## src/rtl/fir_tdm_mc_if.sv

```systemverilog
// rtl/fir_tdm_mc_if.sv - coefficient, sample, result and status signals of fir_tdm_mc
interface fir_tdm_mc_if #(
  parameter int DW   = 18,
  parameter int CW   = 25,
  parameter int OW   = 18,
  parameter int TAPS = 32,
  parameter int CH   = 2
);
  localparam int AW  = (TAPS > 1) ? $clog2(TAPS) : 1;
  localparam int CHW = (CH > 1) ? $clog2(CH) : 1;

  logic [CW-1:0]  coef_din;
  logic [AW-1:0]  coef_addr;
  logic           coef_we;
  logic [31:0]    len;
  logic [DW-1:0]  in_data;
  logic [CHW-1:0] in_ch;
  logic           in_valid;
  logic           in_ready;
  logic [OW-1:0]  out_data;
  logic [CHW-1:0] out_ch;
  logic           out_valid;
  logic           busy;
  logic           sat;
  logic           coef_err;
  logic           flag_clr;

  modport master (
    output coef_din, coef_addr, coef_we, in_data, in_ch, in_valid, flag_clr,
    input  len, in_ready, out_data, out_ch, out_valid, busy, sat, coef_err
  );

  modport slave (
    input  coef_din, coef_addr, coef_we, in_data, in_ch, in_valid, flag_clr,
    output len, in_ready, out_data, out_ch, out_valid, busy, sat, coef_err
  );
endinterface

```

## src/rtl/fir_tdm_mc.sv

```systemverilog
// rtl/fir_tdm_mc.sv - time-multiplexed multi-channel FIR, optional decimation under FIR_TDM_DECIM_EN
module fir_tdm_mc #(
  parameter int DW        = 18,
  parameter int CW        = 25,
  parameter int OW        = 18,
  parameter int TAPS      = 32,
  parameter int CH        = 2,
  parameter int ACCW      = 48,
  parameter int OUT_SHIFT = 19,
  parameter int DECIM     = 1
) (
  input  logic          clk,
  input  logic          reset_n,
  fir_tdm_mc_if.slave   bus
);
  localparam int AW  = (TAPS > 1) ? $clog2(TAPS) : 1;
  localparam int AW1 = AW + 1;
  localparam int CHW = (CH > 1) ? $clog2(CH) : 1;
  localparam int PW  = DW + CW;
  localparam int RW  = ACCW + 1;

  localparam logic [CW-1:0]        COEF_UNITY = {{(CW-1){1'b0}}, 1'b1} << OUT_SHIFT;
  localparam logic signed [RW-1:0] HALF       = {{(RW-1){1'b0}}, 1'b1} << (OUT_SHIFT - 1);
  localparam logic signed [RW-1:0] OMAX       = RW'({1'b0, {(OW-1){1'b1}}});
  localparam logic signed [RW-1:0] OMIN       = ~OMAX;

  typedef enum logic [1:0] {S_IDLE, S_MAC, S_ROUND} state_t;

  state_t                state_q;
  logic signed [CW-1:0]  coef_q  [TAPS];
  logic signed [DW-1:0]  dline_q [CH][TAPS];
  logic [AW-1:0]         wptr_q  [CH];
  logic [AW-1:0]         k_q;
  logic [CHW-1:0]        ch_q;
  logic signed [ACCW-1:0] acc_q;
  logic                  in_ready_q;
  logic                  busy_q;
  logic                  out_valid_q;
  logic [OW-1:0]         out_data_q;
  logic [CHW-1:0]        out_ch_q;
  logic                  sat_q;
  logic                  coef_err_q;

  logic                  ch_ok;
  logic                  accept;
  logic                  run_mac;
  logic                  coef_addr_ok;
  logic                  coef_wr_ok;
  logic                  coef_drop;
  logic                  k_last;
  logic [AW-1:0]         rd_base;
  logic [AW-1:0]         rd_idx;
  logic signed [PW-1:0]  prod;
  logic signed [ACCW-1:0] prod_ext;
  logic signed [ACCW-1:0] acc_d;
  logic signed [RW-1:0]  rnd_sum;
  logic signed [RW-1:0]  rnd_shr;
  logic [OW-1:0]         out_data_d;
  logic                  clamp_hit;
  logic                  sat_d;
  logic                  coef_err_d;

  function automatic logic [AW-1:0] wrap_inc(input logic [AW-1:0] p);
    return (p == AW'(TAPS - 1)) ? '0 : p + 1'b1;
  endfunction

  assign ch_ok        = int'(bus.in_ch) < CH;
  assign accept       = (state_q == S_IDLE) && in_ready_q && bus.in_valid && ch_ok;
  assign coef_addr_ok = {1'b0, bus.coef_addr} < AW1'(TAPS);
  assign coef_wr_ok   = bus.coef_we && !busy_q && coef_addr_ok;
  assign coef_drop    = bus.coef_we && !coef_wr_ok;
  assign k_last       = (k_q == AW'(TAPS - 1));

`ifdef FIR_TDM_DECIM_EN
  localparam int PHW = (DECIM > 1) ? $clog2(DECIM) : 1;
  logic [PHW-1:0] phase_q [CH];

  assign run_mac = (phase_q[bus.in_ch] == PHW'(DECIM - 1));

  // per-channel decimation phase, advanced by every accepted sample
  always_ff @(posedge clk or negedge reset_n) begin
    if (!reset_n) begin
      for (int c = 0; c < CH; c++) phase_q[c] <= '0;
    end else if (accept) begin
      phase_q[bus.in_ch] <= run_mac ? '0 : phase_q[bus.in_ch] + 1'b1;
    end
  end
`else
  logic unused_decim;
  assign run_mac      = 1'b1;
  assign unused_decim = |DECIM;
`endif

  // circular read address: newest sample minus tap index, modulo TAPS
  always_comb begin
    rd_base = wptr_q[ch_q];
    if (rd_base >= k_q) rd_idx = rd_base - k_q;
    else                rd_idx = AW'(AW1'(rd_base) + AW1'(TAPS) - AW1'(k_q));
  end

  assign prod     = coef_q[k_q] * dline_q[ch_q][rd_idx];
  assign prod_ext = ACCW'(prod);
  assign acc_d    = acc_q + prod_ext;

  // round half up, then clamp into the signed output range
  always_comb begin
    rnd_sum    = RW'(acc_q) + HALF;
    rnd_shr    = rnd_sum >>> OUT_SHIFT;
    out_data_d = rnd_shr[OW-1:0];
    clamp_hit  = 1'b0;
    if (rnd_shr > OMAX) begin
      out_data_d = OMAX[OW-1:0];
      clamp_hit  = 1'b1;
    end else if (rnd_shr < OMIN) begin
      out_data_d = OMIN[OW-1:0];
      clamp_hit  = 1'b1;
    end
  end

  // coefficient bank; tap 0 resets to unity gain so the filter passes through
  always_ff @(posedge clk or negedge reset_n) begin
    if (!reset_n) begin
      for (int t = 0; t < TAPS; t++) coef_q[t] <= (t == 0) ? $signed(COEF_UNITY) : '0;
    end else if (coef_wr_ok) begin
      coef_q[bus.coef_addr] <= $signed(bus.coef_din);
    end
  end

  // delay lines: write on accept, advance the channel pointer after its last tap
  always_ff @(posedge clk or negedge reset_n) begin
    if (!reset_n) begin
      for (int c = 0; c < CH; c++) begin
        wptr_q[c] <= '0;
        for (int t = 0; t < TAPS; t++) dline_q[c][t] <= '0;
      end
    end else begin
      if (accept) dline_q[bus.in_ch][wptr_q[bus.in_ch]] <= $signed(bus.in_data);
      if (accept && !run_mac) wptr_q[bus.in_ch] <= wrap_inc(wptr_q[bus.in_ch]);
      if (state_q == S_MAC && k_last) wptr_q[ch_q] <= wrap_inc(wptr_q[ch_q]);
    end
  end

  // control FSM with registered handshake and result outputs
  always_ff @(posedge clk or negedge reset_n) begin
    if (!reset_n) begin
      state_q     <= S_IDLE;
      k_q         <= '0;
      ch_q        <= '0;
      acc_q       <= '0;
      in_ready_q  <= 1'b0;
      busy_q      <= 1'b0;
      out_valid_q <= 1'b0;
      out_data_q  <= '0;
      out_ch_q    <= '0;
    end else begin
      out_valid_q <= 1'b0;
      case (state_q)
        S_IDLE: begin
          in_ready_q <= 1'b1;
          busy_q     <= 1'b0;
          if (accept && run_mac) begin
            state_q    <= S_MAC;
            ch_q       <= bus.in_ch;
            k_q        <= '0;
            acc_q      <= '0;
            in_ready_q <= 1'b0;
            busy_q     <= 1'b1;
          end
        end
        S_MAC: begin
          acc_q <= acc_d;
          if (k_last) state_q <= S_ROUND;
          else        k_q     <= k_q + 1'b1;
        end
        S_ROUND: begin
          out_data_q  <= out_data_d;
          out_ch_q    <= ch_q;
          out_valid_q <= 1'b1;
          state_q     <= S_IDLE;
          in_ready_q  <= 1'b1;
          busy_q      <= 1'b0;
        end
        default: begin
          state_q    <= S_IDLE;
          in_ready_q <= 1'b0;
          busy_q     <= 1'b0;
        end
      endcase
    end
  end

  assign sat_d      = bus.flag_clr ? 1'b0 : (sat_q | ((state_q == S_ROUND) && clamp_hit));
  assign coef_err_d = bus.flag_clr ? 1'b0 : (coef_err_q | coef_drop);

  // sticky status flags; a clear wins over a same-cycle set
  always_ff @(posedge clk or negedge reset_n) begin
    if (!reset_n) begin
      sat_q      <= 1'b0;
      coef_err_q <= 1'b0;
    end else begin
      sat_q      <= sat_d;
      coef_err_q <= coef_err_d;
    end
  end

  assign bus.len       = 32'(TAPS);
  assign bus.in_ready  = in_ready_q;
  assign bus.out_data  = out_data_q;
  assign bus.out_ch    = out_ch_q;
  assign bus.out_valid = out_valid_q;
  assign bus.busy      = busy_q;
  assign bus.sat       = sat_q;
  assign bus.coef_err  = coef_err_q;
endmodule

```

## src/flat_wrapper.sv

```systemverilog
// flat-port wrapper written by rule: the top's interface ports become plain ports
module fir_tdm_mc_flat 
#(
  parameter int DW        = 18,
  parameter int CW        = 25,
  parameter int OW        = 18,
  parameter int TAPS      = 32,
  parameter int CH        = 2,
  parameter int ACCW      = 48,
  parameter int OUT_SHIFT = 19,
  parameter int DECIM     = 1
)
  (clk, reset_n, bus_coef_din, bus_coef_addr, bus_coef_we, bus_in_data, bus_in_ch, bus_in_valid, bus_flag_clr, bus_len, bus_in_ready, bus_out_data, bus_out_ch, bus_out_valid, bus_busy, bus_sat, bus_coef_err);
  fir_tdm_mc_if #(.DW(DW), .CW(CW), .OW(OW), .TAPS(TAPS), .CH(CH)) bus_i ();
  input  logic clk;
  input  logic reset_n;
  input wire logic [$bits(bus_i.coef_din)-1:0] bus_coef_din;
  input wire logic [$bits(bus_i.coef_addr)-1:0] bus_coef_addr;
  input wire logic [$bits(bus_i.coef_we)-1:0] bus_coef_we;
  input wire logic [$bits(bus_i.in_data)-1:0] bus_in_data;
  input wire logic [$bits(bus_i.in_ch)-1:0] bus_in_ch;
  input wire logic [$bits(bus_i.in_valid)-1:0] bus_in_valid;
  input wire logic [$bits(bus_i.flag_clr)-1:0] bus_flag_clr;
  output wire logic [$bits(bus_i.len)-1:0] bus_len;
  output wire logic [$bits(bus_i.in_ready)-1:0] bus_in_ready;
  output wire logic [$bits(bus_i.out_data)-1:0] bus_out_data;
  output wire logic [$bits(bus_i.out_ch)-1:0] bus_out_ch;
  output wire logic [$bits(bus_i.out_valid)-1:0] bus_out_valid;
  output wire logic [$bits(bus_i.busy)-1:0] bus_busy;
  output wire logic [$bits(bus_i.sat)-1:0] bus_sat;
  output wire logic [$bits(bus_i.coef_err)-1:0] bus_coef_err;
  assign bus_i.coef_din = bus_coef_din;
  assign bus_i.coef_addr = bus_coef_addr;
  assign bus_i.coef_we = bus_coef_we;
  assign bus_i.in_data = bus_in_data;
  assign bus_i.in_ch = bus_in_ch;
  assign bus_i.in_valid = bus_in_valid;
  assign bus_i.flag_clr = bus_flag_clr;
  assign bus_len = bus_i.len;
  assign bus_in_ready = bus_i.in_ready;
  assign bus_out_data = bus_i.out_data;
  assign bus_out_ch = bus_i.out_ch;
  assign bus_out_valid = bus_i.out_valid;
  assign bus_busy = bus_i.busy;
  assign bus_sat = bus_i.sat;
  assign bus_coef_err = bus_i.coef_err;
  fir_tdm_mc #(.DW(DW), .CW(CW), .OW(OW), .TAPS(TAPS), .CH(CH), .ACCW(ACCW), .OUT_SHIFT(OUT_SHIFT), .DECIM(DECIM)) u_core (.clk(clk), .reset_n(reset_n), .bus(bus_i));
endmodule
```

## config.mk

```make
export PLATFORM = sky130hd
export DESIGN_NAME = fir_tdm_mc_flat
export DESIGN_NICKNAME = d
export VERILOG_FILES = /design/src/rtl/fir_tdm_mc_if.sv /design/src/rtl/fir_tdm_mc.sv /design/src/flat_wrapper.sv
export SDC_FILE = /design/constraint.sdc
export NUM_CORES = 2
export LEC_CHECK = 0
export CORE_ASPECT_RATIO = 0.6
export CORE_MARGIN = 8
export CORE_UTILIZATION = 45
export CTS_CLUSTER_DIAMETER = 200
export CTS_CLUSTER_SIZE = 16
export DETAILED_ROUTE_END_ITERATION = 6
export PLACE_DENSITY = 0.68
export SLEW_MARGIN = 25
export SYNTH_ARGS = -nofsm -noshare
export SYNTH_HDL_FRONTEND = slang
export SYNTH_SLANG_ARGS = --single-unit
```

## constraint.sdc

```tcl
create_clock -name clk -period 10.25 [get_ports clk]
set_clock_uncertainty 0.05 [all_clocks]
set_input_delay 1.025 -clock clk [delete_from_list [all_inputs] [get_ports clk]]
set_output_delay 1.025 -clock clk [all_outputs]
set_load 0.05 [all_outputs]
```

# After elaboration in Yosys (flattened, before gate mapping)
# Index checks and enable logic that the tools add are counted.
# word_totals
in_bits,54
wordCells,210
output_inout_bits,56
reg_bits,2042
# op_classes
multipliers,1
reduce_logical,18
bitwise_logic,8
order_cmp,13
n_addsub,7
n_eq_ne,7
mux,47
# op_table
operator,n
$mux 576,4
$bwmux 1152,1
$bwmux 800,1
$demux 576 s1,1
$bmux 25 s5,1
$demux 25 s5,1
$pmux 48 s2,1
$bmux 18 s5,1
$demux 18 s5,1
$mux 18,5
$mux 25,3
$mux 5,11
$add 48x20->49 const B,1
$add 48x43->48,1
$mux 48,1
$mul 25x18->43,1
$gt 30x18->1 const B,1
$lt 30x18->1 const B,1
$ge 6x6->1 const B,4
$not 5->6,4
$add 5x1->5 const B,3
$lt 6x1->1 const B,2
$bwmux 10,1
$eq 5x5->1 const B,2
23 further kinds,48

# Depth between registers and ports, before layout
# logic_depth
depth_word,14
depth_mapped,42
depth_no_buf,34

# Worst setup path before layout
# Ideal clock, no wire load.
# synth_path
path_type,register to register
start,reg u_core.ch_q
end,reg u_core.acc_q[41]
arrival_time_ns,10.257
t_required_ns,10.074
path_slack_ns,-0.183
synth_period_minus_slack_ns,10.433
stages_incl_launch_ff,35
cell_sequence,dfrtp_1 > buf_2 > buf_6 > buf_4 > buf_2 > buf_2 > mux2i_1 > ha_1 > inv_1 > fa_1 > xor2_2 > buf_2 > mux4_2 > mux2_2 > a21oi_2 > or2_2 > inv_1 > fa_1 > fa_1 > inv_1 > fa_1 > inv_1 > fa_1 > fa_1 > fa_1 > ha_1 > ha_1 > clkbuf_1 > and4_1 > and3_1 > nand2_1 > a2111oi_1 > nor2_1 > o2111a_1 > a221o_1
# synth_via
elab_chain_len,14
word_cells_on_any_way,19
classes_between,add/sub: 4; mul: 1; order compare: 1; mux: 11; bitwise: 2
# synth_lines
item,line,source
"start, declared",fir_tdm_mc.sv:34,logic [CHW-1:0] ch_q;
"start signal, assigned",fir_tdm_mc.sv:163,ch_q <= bus.in_ch;
$not 1->2 (not written as such) (*),"fir_tdm_mc.sv:96, fir_tdm_mc.sv:101",
$mux 5 (not written as such) (3 in a row),fir_tdm_mc.sv:96,rd_base = wptr_q[ch_q];
$add 5x1->5,fir_tdm_mc.sv:98,else rd_idx = AW'(AW1'(rd_base) + AW1'(TAPS) - AW1'(k_q));
$sub 5x5->5,fir_tdm_mc.sv:98,
$mux 5,fir_tdm_mc.sv:97,if (rd_base >= k_q) rd_idx = rd_base - k_q;
$not 5->6 (not written as such),fir_tdm_mc.sv:101,assign prod = coef_q[k_q] * dline_q[ch_q][rd_idx];
$bmux 18 s5 (*),fir_tdm_mc.sv:101,
$mux 18 (not written as such) (*) (2 in a row),fir_tdm_mc.sv:101,
$mul 25x18->43 (*),fir_tdm_mc.sv:101,
$add 48x43->48 (*),fir_tdm_mc.sv:103,assign acc_d = acc_q + prod_ext;
$pmux 48 s2 (*),fir_tdm_mc.sv:157,case (state_q)
"end signal, assigned",fir_tdm_mc.sv:149,acc_q <= '0;
"end signal, assigned",fir_tdm_mc.sv:165,acc_q <= '0;
"end signal, assigned",fir_tdm_mc.sv:171,acc_q <= acc_d;
"end, declared",fir_tdm_mc.sv:35,logic signed [ACCW-1:0] acc_q;
# Every way passes the cells marked *; elsewhere a longest branch is shown, timed or not. The select of a mux whose other input is x is not followed.
# A chain may end at the register's enable or synchronous reset.

# Worst setup path after layout
# layout_path
start,reg u_core.ch_q
end,reg u_core.acc_q[37]
# The elaborated chain is that of the path after synthesis.

==> results.yml <==
outcome:
  outcome: "finished, final reports clean"
power_and_ir_drop:
  p_per_area_nw_per_um2: 219.2
  irDropWorstVdd_v: 0.0003160
  leakagePower_nw: 57.53
synthesis:
  synth-async-reset-ratio_pct: 100.0
  synth-main-ff-cell: "dfrtp_1"
  synth_top_area_cell: "dfrtp_1"
  synth-seq-cells: 2042
  yosysUniqueCellTypes: 82
  syn_area_um2: 110800
  ys_seq_area_share_pct: 46.12
  yosysTopAreaCellShare_pct: 46.09
  synth_edf_count: 0
  synth_area_leaders: "dfrtp_1 46%, mux2_2 20%, mux4_2 12%"
  synth_warnings: 0
  syn_inst: 7727
  avgSynthCellArea_um2: 14.34
critical_path:
  worst-r2r-setup-slack_ns: 0.11
  cp_num_cells: 29
  r2r_cells: 29
  crit_start: "u_core.ch_q"
  required_ns: 10.89
  critPathMostFrequentCell: "fa_1"
  start_kind: "register"
  path_buf_inv: 4
  critical_path.slowest_cell: "fa_1"
  slowest_delay_ns: 0.63
  cp_data_arrival_time_ns: 10.78
  timing.rr.start: "u_core.ch_q"
  cpLargestDelayFamily: "adder cells"
  critPathCapture: "u_core.acc_q[37]"
  crit_type: "register to register"
  worst_setup_path_end_kind: "register"
  critPathMaxFanout: 24
  r2r-end: "u_core.acc_q[37]"
timing:
  hold_viol_final: 0
  fin_crit_sh_pct: 98.92
  fin_setup_tns_ns: 0
  min_period_ns: 10.14
  rsz0062_at_grt: "false"
  fmax_mhz: 98.62
  finalSetupViolCount: 0
  max_slew_margin_pct: 28.16
  slew_violations: 0
  worst_pin_slew_ns: 1.072
layout:
  fin_area_um2: 120400
  regArea_um2: 51120
  n_fill_cell: 20721
  drive_gt1_share_pct: 42.25
  utilization_pct: 49.04
  area_growth_pct: 8.674
  nets: 8398
  multiInputGateArea_um2: 55660
global_routing:
  antenna_found_initial: 6
  grt_start_max_net_pins: 179
  grt_usage_pct: 22.62
  gr-total-overflow: 0
  grt_pass1_vias: 68783
  grt_pass1_wl_mm: 456.2
drt:
  drc_errors: 0
  routedWlPerCell_um: 27.35
  vias: 65281
  ant_nets: 0
  routed_wl_mm: 300.8
  firstDrtPassIters: 5
  vias_per_cell: 5.936
  drt_iter0_markers: 5818
floorplanning:
  coreArea_um2: 245600
  die_area_um2: 262900
  io-pin-count: 110
  die_x_um: 656.6
  start_util_pct: 45.12
  rows: 141
  die_h_um: 400.4
clocking:
  tritoncts: "done"
  htree_num_levels: 4
  cts_sinks: 2042
  cts_buffer_depth: 4
  numCtsBuffers: 153
  root_buffer: "clkbuf_16"
  cts.clk_slew.worst_paths_ns: 0.09
  ctsHoldBuffers: 0
  clk_latency_ns: 0.84
hold_path:
  hold_class: "input pin to async pin"
placement:
  gp_congestion: 0.9544
  place.port_buffers: 77
  dp_hpwl_mm: 196.9
  postPlaceCellArea_um2: 116300
job:
  maxCapViolCount: 0
what timing repair did:
item	CTS	global route
setup buffers	0	3
endpoints found under the setup margin	4	26
gates resized for setup	1	21
gates cloned	0	2
where the power goes:
part	switching, mW	internal, mW	leakage, nW	total, mW
clock	2.84	2.69	1.95	5.54
sequential	0.594	9.08	27.9	9.68
combinational	6.36	4.82	27.7	11.2
state kept, by name, indices dropped and copies added (netlist names), 2 cells and up:
name,count
u_core.bus.out_data,18
u_core.k_q,5
u_core.state_q,2
u_core.acc_q,48
u_core.wptr_q,10
u_core.coef_q,800
u_core.dline_q,1152
how the worst min path moves through the flow:
stage                startpoint                  to  slack [ns]  cells after the start
2_1_floorplan  u_core.acc_q[10]    u_core.acc_q[10]        0.40                      2
3_3_place_gp   u_core.acc_q[14]    u_core.acc_q[14]        0.42                      2
3_5_place_dp   u_core.acc_q[10]    u_core.acc_q[10]        0.43                      2
4_1_cts                 reset_n  u_core.coef_q[766]        0.10                      1
5_1_grt                 reset_n  u_core.coef_q[766]        0.12                      1
6_report                reset_n  u_core.coef_q[766]        0.12                      1
layer usage:
metal / vias to the layer above / global-route usage (%) / part of all wire [%]
met4: 0 / 4.281 / 1.9
met1: 35663 / 35.48 / 47
met2: 2337 / 31.39 / 41
met3: 351 / 6.279 / 9.2
li1: 26930 / - / -
met5: - / 0 / 0
cells in the final DEF, fill, tap and decap left out, types with 10 or more instances in the layout:
cell type        count
a211oi_1            13
a21o_1              21
a21oi_1             37
a21oi_2             10
a31oi_1             10
and2_1              11
and3_1              14
buf_12              39
buf_2               34
buf_4              261
clkbuf_1            12
clkbuf_16          156
clkdlybuf4s50_1     37
conb_1              32
dfrtp_1           2036
fa_1               506
ha_1               143
inv_1              550
mux2_2            1987
mux2i_1             42
mux4_2             609
nand2_1            299
nand2_2             19
nand2b_1            22
nand3_1             30
nand4_1             15
nor2_1             300
nor2_2              31
nor2_4              31
nor2b_1             30
nor3_1              16
nor4_1              11
o211ai_1            13
o21a_1              17
o21ai_0             67
or2_2               16
or3_1               10
xnor2_1             39
xor2_1              19
cell usage after synthesis (11+ instances only):
library cell and count:
o21ai_0 69, clkbuf_1 392, mux2i_1 57, and3_1 14, nand3_1 30, o21a_1 17, inv_1 552, nor2_1 362
buf_4 56, nand2_1 318, mux4_2 609, xnor2_1 40, a211oi_1 14, nand4_1 15, a21o_1 21, fa_1 509
dfrtp_1 2041, xor2_1 19, nand2b_1 22, and2_1 11, o211ai_1 13, ha_1 145, buf_2 116, or2_2 16
nor2b_1 31, buf_1 34, a21oi_1 44, nor4_1 11, nor3_1 16, mux2_2 1987
kinds of logic after synthesis:
family                   after synthesis  synth area share [%]
AND/OR/NAND/NOR                      880                 3.424
multiplexers                        2654                 33.11
buffers and inverters               1161                 4.294
AO/OA/AOI/OAI                        273                 1.717
other                                  2              0.006777
adder cells (fa/ha/maj)              654                 10.83
flip-flops                          2042                 46.12
XOR/XNOR                              61                0.5013
final cells by class:
class                      instances  share of cell area (%)
clock buffer                     166                   3.238
timing repair buffer             382                   2.872
inverter                         557                   1.744
antenna                            1                0.002078
clock inverter                     7                 0.05715
sequential                      2042                   42.45
multi-input combinational       4554                   46.22
tap                             3289                   3.417
stage by stage:
step / hold WS, ns / std cells / setup slack, ns / power (mW)
after floorplan: 0.3998 / 7757 / 0.008972 / 16.82
after global placement: 0.4221 / 10818 / -0.05392 / 20.52
after detailed placement: 0.4259 / 10818 / 0.007893 / 20.76
after CTS: 0.1040 / 10991 / 0.05330 / 26.35
after global routing: 0.1152 / 10997 / 0.001086 / 27.67
final: 0.1209 / 10998 / 0.1103 / 26.40
Power figures use the tool's default switching activity.
